[src/rtl/mini_alu_seq.sv]
// ---------------------------------------------------------------------------
// mini_alu_seq
//
// Program sequencer for the mini ALU register file. A small instruction store
// of 8-bit {op,x,y,z} words is loaded over a write port while the sequencer is
// idle. A start pulse then issues the words in order to the ALU datapath over
// a valid/ready handshake, either free-running or one instruction per step
// pulse.
//
// Optional feature (macro MINI_ALU_SEQ_LOOP_EN):
//   defined     - after the last instruction is accepted, done pulses and the
//                 program restarts from pc 0 until abort.
//   not defined - after the last instruction is accepted, done pulses and the
//                 sequencer returns to IDLE.
//
// Parameters:
//   DEPTH        number of instruction words (power of 2, >= 2)
//   AW           address / pc width, derived from DEPTH
//
// Ports:
//   clk          system clock, all state on posedge
//   rst          asynchronous active-high reset
//   prog_we      instruction store write strobe (honoured only in IDLE)
//   prog_addr    instruction store write address
//   prog_data    instruction word to write
//   prog_len     instruction count, sampled on an accepted start
//   start        begin execution at pc 0 (pulse, honoured only in IDLE)
//   step_mode    1 = single-step, sampled on an accepted start
//   step         advance one instruction while waiting in step mode
//   abort        stop execution and return to IDLE
//   instr_out    instruction presented to the datapath
//   instr_valid  instr_out valid, held until instr_ready
//   instr_ready  datapath accepts instr_out this cycle
//   pc           index of the instruction being fetched / issued
//   busy         high in any state other than IDLE
//   done         one-cycle pulse after the last instruction is accepted
// ---------------------------------------------------------------------------
module mini_alu_seq #(
    parameter int  DEPTH = 16,
    localparam int AW    = $clog2(DEPTH)
) (
    input  logic          clk,
    input  logic          rst,
    input  logic          prog_we,
    input  logic [AW-1:0] prog_addr,
    input  logic [7:0]    prog_data,
    input  logic [AW:0]   prog_len,
    input  logic          start,
    input  logic          step_mode,
    input  logic          step,
    input  logic          abort,
    output logic [7:0]    instr_out,
    output logic          instr_valid,
    input  logic          instr_ready,
    output logic [AW-1:0] pc,
    output logic          busy,
    output logic          done
);

    typedef enum logic [1:0] {IDLE, FETCH, WAIT_STEP, ISSUE} state_t;

    localparam logic [AW:0] DEPTH_W = (AW+1)'(DEPTH);

    state_t        state, state_nxt;
    logic [AW:0]   len, len_nxt;
    logic          smode, smode_nxt;
    logic [AW-1:0] pc_nxt;
    logic [7:0]    out_nxt;
    logic          valid_nxt;
    logic          done_nxt;
    logic          hs;
    logic          last;

    logic [7:0]    mem [DEPTH];

    // The store has no reset; it is only writable while idle so a running
    // program can never be modified underneath the sequencer.
    always_ff @(posedge clk) begin
        if (prog_we && state == IDLE) begin
            mem[prog_addr] <= prog_data;
        end
    end

    assign hs   = instr_valid & instr_ready;
    assign last = ({1'b0, pc} == (len - 1'b1));

    always_ff @(posedge clk or posedge rst) begin
        if (rst) begin
            state       <= IDLE;
            len         <= '0;
            smode       <= 1'b0;
            pc          <= '0;
            instr_out   <= '0;
            instr_valid <= 1'b0;
            busy        <= 1'b0;
            done        <= 1'b0;
        end else begin
            state       <= state_nxt;
            len         <= len_nxt;
            smode       <= smode_nxt;
            pc          <= pc_nxt;
            instr_out   <= out_nxt;
            instr_valid <= valid_nxt;
            busy        <= (state_nxt != IDLE);
            done        <= done_nxt;
        end
    end

    // Every output is registered, so this block computes next values for all
    // of them. Abort outranks everything else, including a coincident
    // handshake: that instruction is simply treated as consumed.
    always_comb begin
        state_nxt = state;
        len_nxt   = len;
        smode_nxt = smode;
        pc_nxt    = pc;
        out_nxt   = instr_out;
        valid_nxt = instr_valid;
        done_nxt  = 1'b0;

        if (abort && state != IDLE) begin
            state_nxt = IDLE;
            pc_nxt    = '0;
            valid_nxt = 1'b0;
        end else begin
            case (state)
                IDLE: begin
                    if (start && !abort) begin
                        if (prog_len == '0) begin
                            // Empty program completes immediately.
                            done_nxt = 1'b1;
                        end else begin
                            len_nxt   = (prog_len > DEPTH_W) ? DEPTH_W : prog_len;
                            smode_nxt = step_mode;
                            pc_nxt    = '0;
                            state_nxt = FETCH;
                        end
                    end
                end
                FETCH: begin
                    out_nxt = mem[pc];
                    if (smode) begin
                        state_nxt = WAIT_STEP;
                    end else begin
                        state_nxt = ISSUE;
                        valid_nxt = 1'b1;
                    end
                end
                WAIT_STEP: begin
                    if (step) begin
                        state_nxt = ISSUE;
                        valid_nxt = 1'b1;
                    end
                end
                ISSUE: begin
                    if (hs) begin
                        valid_nxt = 1'b0;
                        if (last) begin
                            done_nxt  = 1'b1;
                            pc_nxt    = '0;
`ifdef MINI_ALU_SEQ_LOOP_EN
                            state_nxt = FETCH;
`else
                            state_nxt = IDLE;
`endif
                        end else begin
                            pc_nxt    = pc + 1'b1;
                            state_nxt = FETCH;
                        end
                    end
                end
                default: begin
                    state_nxt = IDLE;
                    valid_nxt = 1'b0;
                end
            endcase
        end
    end

endmodule

[config.mk]
export PLATFORM = sky130hd
export DESIGN_NAME = mini_alu_seq
export DESIGN_NICKNAME = d
export VERILOG_FILES = /design/src/rtl/mini_alu_seq.sv
export SDC_FILE = /design/constraint.sdc
export NUM_CORES = 1
export LEC_CHECK = 0
export ABC_AREA = 1
export CAP_MARGIN = 30
export CORE_MARGIN = 2
export CORE_UTILIZATION = 40
export CTS_CLUSTER_DIAMETER = 120
export CTS_CLUSTER_SIZE = 14
export DETAILED_ROUTE_END_ITERATION = 10
export PLACE_DENSITY_LB_ADDON = 0.05
export SLEW_MARGIN = 10
export SYNTH_ARGS = -nofsm -noshare
export SYNTH_HDL_FRONTEND = slang
export SYNTH_SLANG_ARGS = --single-unit
[constraint.sdc]
create_clock -name clk -period 1.9 [get_ports clk]
set_input_delay 0.285 -clock clk [delete_from_list [all_inputs] [get_ports clk]]
set_output_delay 0.285 -clock clk [all_outputs]
set_load 0.05 [all_outputs]
---- Yosys cells after proc, flatten, opt, wreduce, memory -nomap -nowiden ----
Memory sizes are Yosys's and may differ from the RTL's. A register that Yosys moved wholly into a read port is not among the register bits.
Index checks and enable logic that the tools add are counted.
storage, ports and cells
  memory bits (writable) .................. 128
  flip-flop bits (word level) ............. 15
  bits in read-only memories .............. 0
  bits of input ports ..................... 25
  latch bits .............................. 0
  memories ................................ 1
cells by class
  multipliers ............................. 0
  equality and inequality tests ........... 9
  muxes and demuxes ....................... 28
  shift operators ......................... 0
  $lt $le $gt $ge ......................... 1
  add/subtract/negate cells ............... 2
  reductions and logical operators ........ 14
  div/mod/pow operators ................... 0
  bitwise logic cells ..................... 3
memory list
  memory  depth  width  rd ports  clocked after Yosys merged registers in  write ports  line  RTL
  mem     16     8      1         1                                        1            74    logic [7:0] mem [DEPTH];
operators by type and width
  operator                                          count
  two-way mux 4 bit                                 5
  two-way mux 1 bit                                 13
  != test 3 bit, second input constant              4
  AND reduction 4 bit                               3
  two-way mux 2 bit                                 5
  one-hot mux 2 bit (4 select lines)                1
  one-hot mux 4 bit (2 select lines)                1
  == test 4 x 5 -> 1 bit                            1
  > comparator 5 bit, second input constant         1
  zero test 5 bit                                   1
  two-way mux 5 bit                                 1
  subtractor 5 x 1 -> 5 bit, second input constant  1
  adder 4 x 1 -> 4 bit, second input constant       1
  == test 2 bit, second input constant              2
  nonzero test 2 bit                                2
  nonzero test 4 bit                                1
  logical AND 1 bit                                 3
  != test 3 x 1 -> 1 bit, second input constant     1
  one-hot mux 1 bit (3 select lines)                1
  nonzero test 3 bit                                1
  == test 2 x 1 -> 1 bit, second input constant     1
  zero test 2 bit                                   1
  inverter 1 bit                                    2
  one-hot mux 1 bit (2 select lines)                1
  other kinds (3)                                   3

---- Longest topological paths before layout ----
Gate-level depths: netlist of the first run.
  depth in word-level cells ............... 7
  depth in mapped cells ................... 13

---- Worst setup path before layout of the first run ----
Ideal clock, no wire load.
  path kind ............................... register -> register
  start point ............................. reg state[0]
  end point ............................... mem mem[12][0] (enable)
  library setup time ...................... 370 ps
  arrival ................................. 1431 ps
  setup slack ............................. 99 ps
  cell stages (with the launch flop) ...... 7
  path buffers ............................ 0
  clock period less this slack ............ 1801 ps
  cells stage by stage .................... dfrtp_1 -> inv_1 -> ha_1 -> nand2_1 -> inv_1 -> nand3_1 -> nor2_1
between the ends
  word-level cells in the longest chain between the ends .. 4
ends and longest elaborated chain
  what                                     line  RTL
  start: declaration                       64    state_t state, state_nxt;
  start signal: assignment                 98    state <= state_nxt;
  zero test 2 bit                          79    if (prog_we && state == IDLE) begin
  logical AND 1 bit                        79
  two-way mux 1 bit                        79
  two-way mux 1 bit (implied by the code)  80    mem[prog_addr] <= prog_data;
  end: declaration                         74
Every way passes these cells.

---- Final worst setup path of the first run ----
  start point ............................. reg instr_out[5], read port of mem
  end point ............................... out instr_out[5]
RTL lines
  what                line  RTL
  start: declaration  52    output logic [7:0] instr_out,
No word-level cell between the ends.

==> implementation parameters, run 1 <==
Parameter                              Value

Setup path
  Arrival @ worst endpoint    1560 ps
  Sort of element at the end of the critical path    output pin
  Worst path buffer plus inverter count    1
  Number of cell instances on the worst register-to-register path    7
  Number of cells on the critical path    1
  Startpoint of the worst register-to-register path    state[1]
  Worst path slowest cell    clkdlybuf4s50_1
  Launching element type of the critical path    register
  Worst path max stage delay    800 ps
  Type of the worst setup path    register to output pin
  Worst setup slack for register-to-register paths    170 ps
  Data required time of the critical path    1620 ps
  CP top delay family    buffers and inverters
  Critical-path cell list    clkdlybuf4s50_1
  End of the worst register-to-register path    mem[3][3]
  Crit Path Max Fanout    2

Placed design
  Hpwl dp    11250 um
  Routability cong.    0.8641
  Post-Place Cells    875
  Area after detailed placement    0.007428 sq mm
  Count of buffers from port buffering    39
  Pre-CTS worst setup slack    60.24 ps

Synth
  Avg Cell Area, Syn    10.85 sq um
  Number of cells produced by synthesis    599
  Share of the synthesized area in the top cell type    59.12%
  Sequential cell area fraction in the yosys report    67.98%
  Cells taking the most area after synthesis    edfxtp_1 (59%), nand2_1 (10%), dfrtp_1 (8.9%)
  Post-synthesis sequential element count    151
  Netlist cell types    26
  Net Count, Synth    631
  Syn. warnings    0
  Netlist area before placement    0.006501 sq mm
  Post-synthesis cell type with the largest combined area    edfxtp_1

Timing
  Peak clock frequency supported by timing    541.0 MHz
  Actual slew at the worst max-slew pin    510.7 ps
  Final Max Tran Viols    0
  Worst Clk Skew    20.50 ps
  Fin crit period    1849 ps
  Worst hold margin    217.2 ps
  Worst max-slew margin expressed relative to the limit    65.89%
  Final Hold Viols    0
  RSZ-0062 raised after global routing    no
  Setup-failing EPs final    0
  Share of the clock period used by the worst path after layout    97.29%
  Aggregate negative setup slack    0 ps
  Final setup slack of the worst path    51.42 ps

Drt
  Post-route DRC    0
  Number of vias in the routed layout    4537
  Via density per instance    4.991
  Number of nets with antenna violations after routing    0
  Post-detailed-routing wire length    16160 um
  Routed wire length per instance    17.78 um
  Initial DRT Pass Iterations    5
  Initial DRC Count    321

Cells and area
  Fin util    50.69%
  Number of standard cells in the layout, taps in and fillers out    909
  Number of diodes    0
  Cell area after layout    0.008051 sq mm
  Layout cells sized above 1    13.85%
  Area added between synthesis and finish    23.85%
  Final-stage net count    712

Power
  Share of total power in combinational logic    27.8%
  Total Power    10.01 mW
  Net switching component of the power    3.296 mW
  Peak supply drop    0.7579 mV
  Sw frac    32.93%
  PD cells    1243 mW/mm^2
  Static leakage    3.150 nW
  Pint    6.712 mW
  Clk pwr share    32.4%
  Power share of the sequential group    39.7%

Clock network
  Hold-fix buffers, CTS    0
  Clock tree from TritonCTS    yes
  Longest Clk Path Bufs    2
  Clock latency reported for the late side of the worst-skew pair    420 ps
  Clock-pin slew on the worst setup and hold paths    60 ps
  H-Tree Level Count    4
  Root buffer cell    clkbuf_16
  Clock Sink Count    151
  Number of CTS-inserted buffers    17

Run
  # Max-Cap Violations    0

Run status
  Run status    complete, no violations

GRT
  Overall track demand over capacity in global routing    19.66%
  Maximum number of pins on one net before global-route repair    55
  Antenna violations before repair    0
  Total overflow reported by the global router    0
  Number of global-route vias before repair    4488
  Wire length of the first global-routing pass    25550 um

Worst hold path
  Path type of the worst min-delay path    primary input to async pin

Floorplanning
  Area of the core region    0.01589 sq mm
  Area of the die    0.01729 sq mm
  Number of placement rows    46
  Initial cell density of the core    40.93%
  Die Ht    131.5 um
  Overall die width    131.5 um
  Count of boundary I/O pins    40
[synthesized netlist by cell type (all sizes together)]
cell type,n
nand2,179
a21oi,42
buf,23
inv,33
a21boi,4
edfxtp,128
dfrtp,23
o22ai,4
ha,7
o21ai,27
xor2,2
clkbuf,2
o31ai,6
nand3,63
nand4,5
o221ai,1
nor2,50
[timing repair]
action | CTS | global route
resized for setup | 4 | 8
pin swaps | 0 | 0
buffers inserted | 0 | 2
setup endpoints to repair | 4 | 58
[worst max-delay path by stage]
stage	to	slack, ps	from
finish	instr_out[5]	50	instr_out[5]
floorplan	mem[12][0]	100	state[0]
global placement	mem[12][6]	40	prog_we
CTS	instr_out[0]	20	instr_out[0]
detailed placement	mem[12][1]	60	prog_we
global route	instr_out[5]	10	instr_out[5]
[logic make-up after synthesis]
family	Yosys count	synth area share, %
AND/OR/NAND/NOR	297	18.78
flip-flops	151	67.98
AO/OA/AOI/OAI	84	7.102
buffers and inverters	58	4.523
adder cells (fa/ha/maj)	7	1.347
XOR/XNOR	2	0.2695
[power groups by stage]
stage          Sequential, mW  Combinational [mW]  Clock, mW
2_1_floorplan            4.39                1.49          0
3_3_place_gp             4.06                2.75          0
3_5_place_dp             4.06                2.76          0
4_1_cts                  3.99                2.74       3.31
5_1_grt                  4.01                3.09       3.45
6_report                 3.98                2.79       3.25
[registers in the layout (all words and copies together), names as in the netlist]
register     flops
state            2
instr_valid      1
smode            1
len              5
busy             1
instr_out        8
mem            128
pc               4
done             1
[area by class of cell]
cell class                      count  area [sq um]
Tap cell                          216         270.3
Inverter                           33         123.9
Fill cell                        1469          7834
Clock inverter                     15         155.1
Multi-Input combinational cell    390          1798
Clock buffer                       17         425.4
Sequential cell                   151          4420
Timing Repair Buffer               87         858.3
[per-layer routing]
layer	up-vias	share of wire [%]	global-route usage, %
met1	2195	47	26.81
li1	2223	-	-
met5	-	0	0
met3	9	4.0	4.475
met4	0	0.80	4.650
met2	110	48	32.11
[placed cells by master, fill, tap and decap left out]
cell type and instances:
nand2_1 178, edfxtp_1 128, nand3_1 62, nor2_1 47, buf_4 43, a21oi_1 41, inv_1 27, clkdlybuf4s50_1 27
o21ai_0 24, dfrtp_1 22, clkbuf_16 17, buf_12 9, ha_1 7, inv_2 6, o31ai_1 6, nand4_1 5
clkinv_4 5, a21boi_0 4, o22ai_1 4, clkinvlp_4 4, dlymetal6s2s_1 4, dlygate4sd2_1 4, nor2_2 2, xor2_1 2
o21ai_1 2, clkinv_1 2, bufinv_16 2, nand2_4 1, nor2_4 1, o21ai_2 1, nand3_2 1, a21oi_2 1
o221ai_1 1, inv_6 1, clkinv_2 1, dfrtp_2 1
Power figures use the tool's default switching activity.
==> inputs of run 2 (changes only) <==
--- a/config.mk
+++ b/config.mk
@@ -15,2 +15,3 @@
 export PLACE_DENSITY_LB_ADDON = 0.05
+export RECOVER_POWER = 25
 export SLEW_MARGIN = 10
--- a/constraint.sdc
+++ b/constraint.sdc
@@ -3,2 +3,2 @@
 set_output_delay 0.285 -clock clk [all_outputs]
-set_load 0.05 [all_outputs]
+set_load 0.01 [all_outputs]
==> implementation parameters, run 2 (synthesis gave the netlist of run 1 again) <==
Parameter                              Value

Run status
  Run status    complete, no violations (unchanged)

Clock network
  Root buffer cell    clkbuf_16 (unchanged)
  Longest Clk Path Bufs    2 (unchanged)
  Clock Sink Count    151 (unchanged)
  H-Tree Level Count    4 (unchanged)
  Clock tree from TritonCTS    yes (unchanged)
  Clock-pin slew on the worst setup and hold paths    60 ps (about the same)
  Number of CTS-inserted buffers    17 (unchanged)
  Clock latency reported for the late side of the worst-skew pair    420 ps (about the same)

Floorplanning
  Area of the die    0.01729 sq mm (unchanged)
  Count of boundary I/O pins    40 (unchanged)
  Initial cell density of the core    40.93% (unchanged)
  Die Ht    131.5 um (unchanged)
  Area of the core region    0.01589 sq mm (unchanged)
  Overall die width    131.5 um (unchanged)
  Number of placement rows    46 (unchanged)

Cells and area
  Most common cell after layout, fill and taps aside    nand2_1 (unchanged)
  Leading registers by flop count    mem x128, instr_out x8, len x5 (unchanged)
  Area added between synthesis and finish    24.15% (was 23.85%)
  Max reg flops    128 (unchanged)
  Cell area after layout    0.008071 sq mm (was 0.008051 sq mm)
  Layout cells sized above 1    13.79% (was 13.85%)
  Number of standard cells in the layout, taps in and fillers out    912 (was 909)
  Top register by number of flip-flops    mem (unchanged)
  Final-stage net count    715 (was 712)
  Fin util    50.81% (was 50.69%)
  Number of diodes    0 (unchanged)
  Most frequent cells in the layout    nand2_1 (178), edfxtp_1 (128), nand3_1 (61), nor2_1 (47), a21oi_1 (41) (was nand2_1 (178), edfxtp_1 (128), nand3_1 (62), nor2_1 (47), buf_4 (43))

Power
  Total Power    9.886 mW (was 10.01 mW)
  PD cells    1225 mW/mm^2 (was 1243 mW/mm^2)
  Peak supply drop    0.6346 mV (was 0.7579 mV)
  Static leakage    3.120 nW (was 3.150 nW)

Run
  # Max-Cap Violations    0 (unchanged)

Timing
  Worst max-slew margin expressed relative to the limit    11.12% (was 65.89%)
  Final setup slack of the worst path    92.39 ps (was 51.42 ps)
  Final Max Tran Viols    0 (unchanged)
  Final Hold Viols    0 (unchanged)
  Share of the clock period used by the worst path after layout    95.14% (was 97.29%)
  Fin crit period    1808 ps (was 1849 ps)
  Actual slew at the worst max-slew pin    1333 ps (was 510.7 ps)
  RSZ-0062 raised after global routing    no (unchanged)
  Peak clock frequency supported by timing    553.2 MHz (was 541.0 MHz)
  Setup-failing EPs final    0 (unchanged)
  Worst Clk Skew    10.79 ps (was 20.50 ps)
  Worst hold margin    445.9 ps (was 217.2 ps)
  Aggregate negative setup slack    0 ps (unchanged)

GRT
  Wire length of the first global-routing pass    25600 um (was 25550 um)
  Total overflow reported by the global router    0 (unchanged)
  Number of global-route vias before repair    4611 (was 4488)
  Maximum number of pins on one net before global-route repair    40 (was 55)
  Overall track demand over capacity in global routing    19.65% (was 19.66%)
  Antenna violations before repair    0 (unchanged)

Setup path
  Sort of element at the end of the critical path    output pin (unchanged)
  Data required time of the critical path    1620 ps (about the same)
  CP top delay family    buffers and inverters (unchanged)
  Worst path buffer plus inverter count    1 (unchanged)
  Worst path slowest cell    clkdlybuf4s50_1 (unchanged)
  Type of the worst setup path    register to output pin (unchanged)
  Worst path max stage delay    600 ps (was 800 ps)
  Critical-path cell list    clkdlybuf4s50_1 (unchanged)
  Arrival @ worst endpoint    1520 ps (was 1560 ps)
  Crit Path Max Fanout    5 (was 2)
  Launching element type of the critical path    register (unchanged)

Placed design
  Hpwl dp    11650 um (was 11250 um)
  Area after detailed placement    0.007463 sq mm (was 0.007428 sq mm)
  Count of buffers from port buffering    39 (unchanged)
  Pre-CTS worst setup slack    -11.59 ps (was 60.24 ps)
  Routability cong.    0.8385 (was 0.8641)
  Post-Place Cells    880 (was 875)

Drt
  Initial DRC Count    353 (was 321)
  Routed wire length per instance    18.13 um (was 17.78 um)
  Number of vias in the routed layout    4582 (was 4537)
  Number of nets with antenna violations after routing    0 (unchanged)
  Initial DRT Pass Iterations    5 (unchanged)
  Post-detailed-routing wire length    16530 um (was 16160 um)
  Via density per instance    5.024 (was 4.991)
  Post-route DRC    0 (unchanged)

Worst hold path
  Path type of the worst min-delay path    primary input to register (was primary input to async pin)
run 2: timing repair:
item	4_1_cts	5_1_grt
hold buffers	0	0
buffers inserted	0	0
pin swaps	0	0
endpoints found under the setup margin	17	131
resized for setup	2	5
endpoints found under the hold margin	0	0
run 2: power by group:
part / switching, mW / leakage, nW / internal, mW
combinational: 1.54 / 1.40 / 0.955
sequential: 0.133 / 1.43 / 3.85
clock: 1.35 / 0.286 / 2.07
total: 3.02 / 3.12 / 6.87
run 2: per-layer routing:
layer / vias to the layer above / GRT usage [%] / wire [um]
met5: - / 0 / 0
met4: 0 / 5.254 / 176
met3: 14 / 3.318 / 618
met2: 104 / 33.65 / 8185
met1: 2240 / 25.93 / 7554
li1: 2224 / - / -
run 2: worst min-delay path, stage by stage:
cell and delay, ps:
clkdlybuf4s50_1 400, nand2_1 70, o21ai_0 70
run 2: final timing paths:
check                               end  slack [ps]  cells past startpoint          from
setup / recovery                  pc[2]          90                      1         pc[2]
hold / removal                    smode         450                      3     step_mode
setup reg to reg             mem[12][4]         160                      7      state[1]
hold reg to reg            instr_out[4]         480                      2  instr_out[4]
max in group asynchronous         pc[3]         400                      3           rst
min in group asynchronous  instr_out[5]         620                      3           rst
run 2: area by class of cell:
type,count,area (sq um)
fill,1481,7814
sequential,151,4422
tap,216,270.3
timing repair buffer,90,845.8
clock buffer,17,425.4
clock inverter,15,178.9
multi-input combinational,390,1805
inverter,33,123.9
==> RTL change (config.mk and constraints of run 2) <==
Encoding of `state_t`: now one-hot (4 bits for 4 states).
--- a/src/rtl/mini_alu_seq.sv
+++ b/src/rtl/mini_alu_seq.sv
@@ -58,5 +58,5 @@
 );
 
-    typedef enum logic [1:0] {IDLE, FETCH, WAIT_STEP, ISSUE} state_t;
+    typedef enum logic [3:0] {IDLE = 4'b0001, FETCH = 4'b0010, WAIT_STEP = 4'b0100, ISSUE = 4'b1000} state_t;
 
     localparam logic [AW:0] DEPTH_W = (AW+1)'(DEPTH);
Behaviour: no difference found for any inputs over 4 cycles, from zero or initial values and one cycle with rst high; so few cycles prove little.
==> RTL change against run 2 <==
  * Synthesized cell count rose by 15%
  * Setup slack better by 22 ps
  * Non-clock buffer count fell by 15
  * Area after synthesis up 4.7%
  * Power is 12% lower
  * Routed wire length rose by 3.6%
  * Sequential power is 1% higher
  * Design area is 0.96% higher
  * Count of clock-buffer cells in the layout unchanged
  * Sequential cell count up 2
  * Largest cell class unchanged
==> RTL change: results (changes against run 2) <==
Post-synth ARST share 16.34% (+1.1 points); RR Startpoint state[3]; HP Class input pin to async pin; CTS Buffer Depth 2 (unchanged); xor/xnor share of the synthesized area 0.2573% (-0.012 points); H-Tree Level Count 4 (unchanged); worst slack, placed -45.15 ps (-33.56 ps); Post-Synth Adder-Cell Area 0.3675% (-0.98 points); outcome complete, no violations; routability cong. 0.8561 (+2.1%); critical path class flip-flop to flip-flop; Placed Instances 960 (+9.1%); post-route insts no fill 991 (+8.7%); initial antenna violation count 0 (unchanged); leading registers by flop count mem: 128 flops, instr_out: 8 flops, len: 5 flops; global-route wire length before repair 26.07 mm (+1.8%); Leakage 3.437 nW (+10%); compound-cell area share of the yosys netlist 1.709% (-5.4 points); critical path peak fanout 8 (+3); sequential area share after synthesis 65.66% (-2.3 points); Layout Skew 5.436 ps (-5.353 ps); drt initial violations 327 (-7.4%); post_cts resized 0 (-2); Warnings, synthesis 0 (unchanged); Buffers on Ports 39 (unchanged); Worst EP arrival 1910 ps (+390 ps); main flop type after synthesis edfxtp_1; vias in the first global route 4599 (-0.26%); n_diodes 0 (unchanged); clk slew on worst S/H paths 60 ps (about the same); via count 4815 (+5.1%); Root Buffer clkbuf_16; aggregate global-route resource usage 19.88% (+0.24 points); mux contribution to synthesized area 0% (unchanged); share of layout cells above drive strength 1 10.89% (-2.9 points); Avg Inst Size Synth 9.854 sq um (-9.2%); pin count of the biggest net entering global routing 67 (+68%); Sw Share 26.78% (-3.7 points); first-pass iteration count of the detailed router 5 (unchanged); Syn Nets 718 (+14%); post-DR wirelength/cell 17.28 um (-4.7%); post-CTS setup buffer count 0 (unchanged); Peak VDD IR 0.0006533 V (+3.0%); clock latency on the worst-skew pair 420 ps (about the same); Worst slew margin 29.33% (+18 points); Final #Nets 786 (+9.9%); Synth cell types 31 (+19%); DP HPWL 11.46 mm (-1.7%); top cells by area, synth edfxtp_1, nand2_1, dfrtp_1; Num CTS Buffers 17 (unchanged); Post-synth EDFFs 128 (unchanged); r2r worst-path depth 6 (-1); list of most frequent post-synthesis cells nand2_1, edfxtp_1, nand3_1, inv_1, nor2_1
[RTL change: cell types whose count changed after synthesis, moves of 4 or more]
cell / delta
ha_1: -5
nand3_1: +17
inv_2: +5
o31ai_1: -6
a21oi_1: -37
nand2_2: +4
nand2_1: +97
inv_1: +30
a21boi_0: -4
o21ai_0: -15
[RTL change: cell families after synthesis]
| logic type | after synthesis |
|---|---|
| AND/OR/NAND/NOR | 416 |
| adder cells (fa/ha/maj) | 2 |
| XOR/XNOR | 2 |
| AO/OA/AOI/OAI | 22 |
| buffers and inverters | 96 |
| flip-flops | 153 |
[RTL change: power groups by stage]
| stage | registers, mW | logic, mW | clock network, mW |
|---|---|---|---|
| final | 4.02 | 1.44 | 3.28 |
| after floorplan | 4.11 | 0.825 | 0 |
| after detailed placement | 4.08 | 1.44 | 0 |
| after global placement | 4.08 | 1.43 | 0 |
| after global routing | 4.05 | 1.60 | 3.48 |
| after CTS | 4.02 | 1.45 | 3.34 |
[RTL change: per-stage QoR]
step	instance area, sq um	utilization [%]
4_1_cts	8165	49.24
6_report	8149	49.14
2_1_floorplan	6809	-
3_3_place_gp	7592	45.78
5_1_grt	8149	49.14
3_5_place_dp	7592	45.78
[RTL change: area by class of cell]
cell class | instances | area [sq um]
repair buffers | 75 | 675.6
fillers | 1541 | 8434
clock inverters | 14 | 147.6
flip-flops and latches | 153 | 4473
well taps | 220 | 275.3
clock buffers | 17 | 425.4
inverters | 70 | 265.3
multi-input cells | 442 | 1887
[RTL change: final timing paths]
path	to	slack (ps)
max	mem[14][5]	110
min	instr_out[1]	370
max reg2reg	mem[14][5]	110
min reg2reg	instr_out[3]	480
max in group asynchronous	state[0]	1230
min in group clk	smode	440
[RTL change: metal layers]
layer / share of wire [%] / global-route usage, %
met1: 45 / 26.67
met2: 48 / 32.74
met3: 4.9 / 4.467
met4: 1.7 / 5.556
met5: 0 / 0
[RTL change: worst max-delay path, cell delays in order, from the launching register on]
cell and delay (ps):
dfrtp_1 410, nor2_2 200, nand3_4 100, nor2_4 170
nand3_1 200, nor2_1 210, buf_4 200
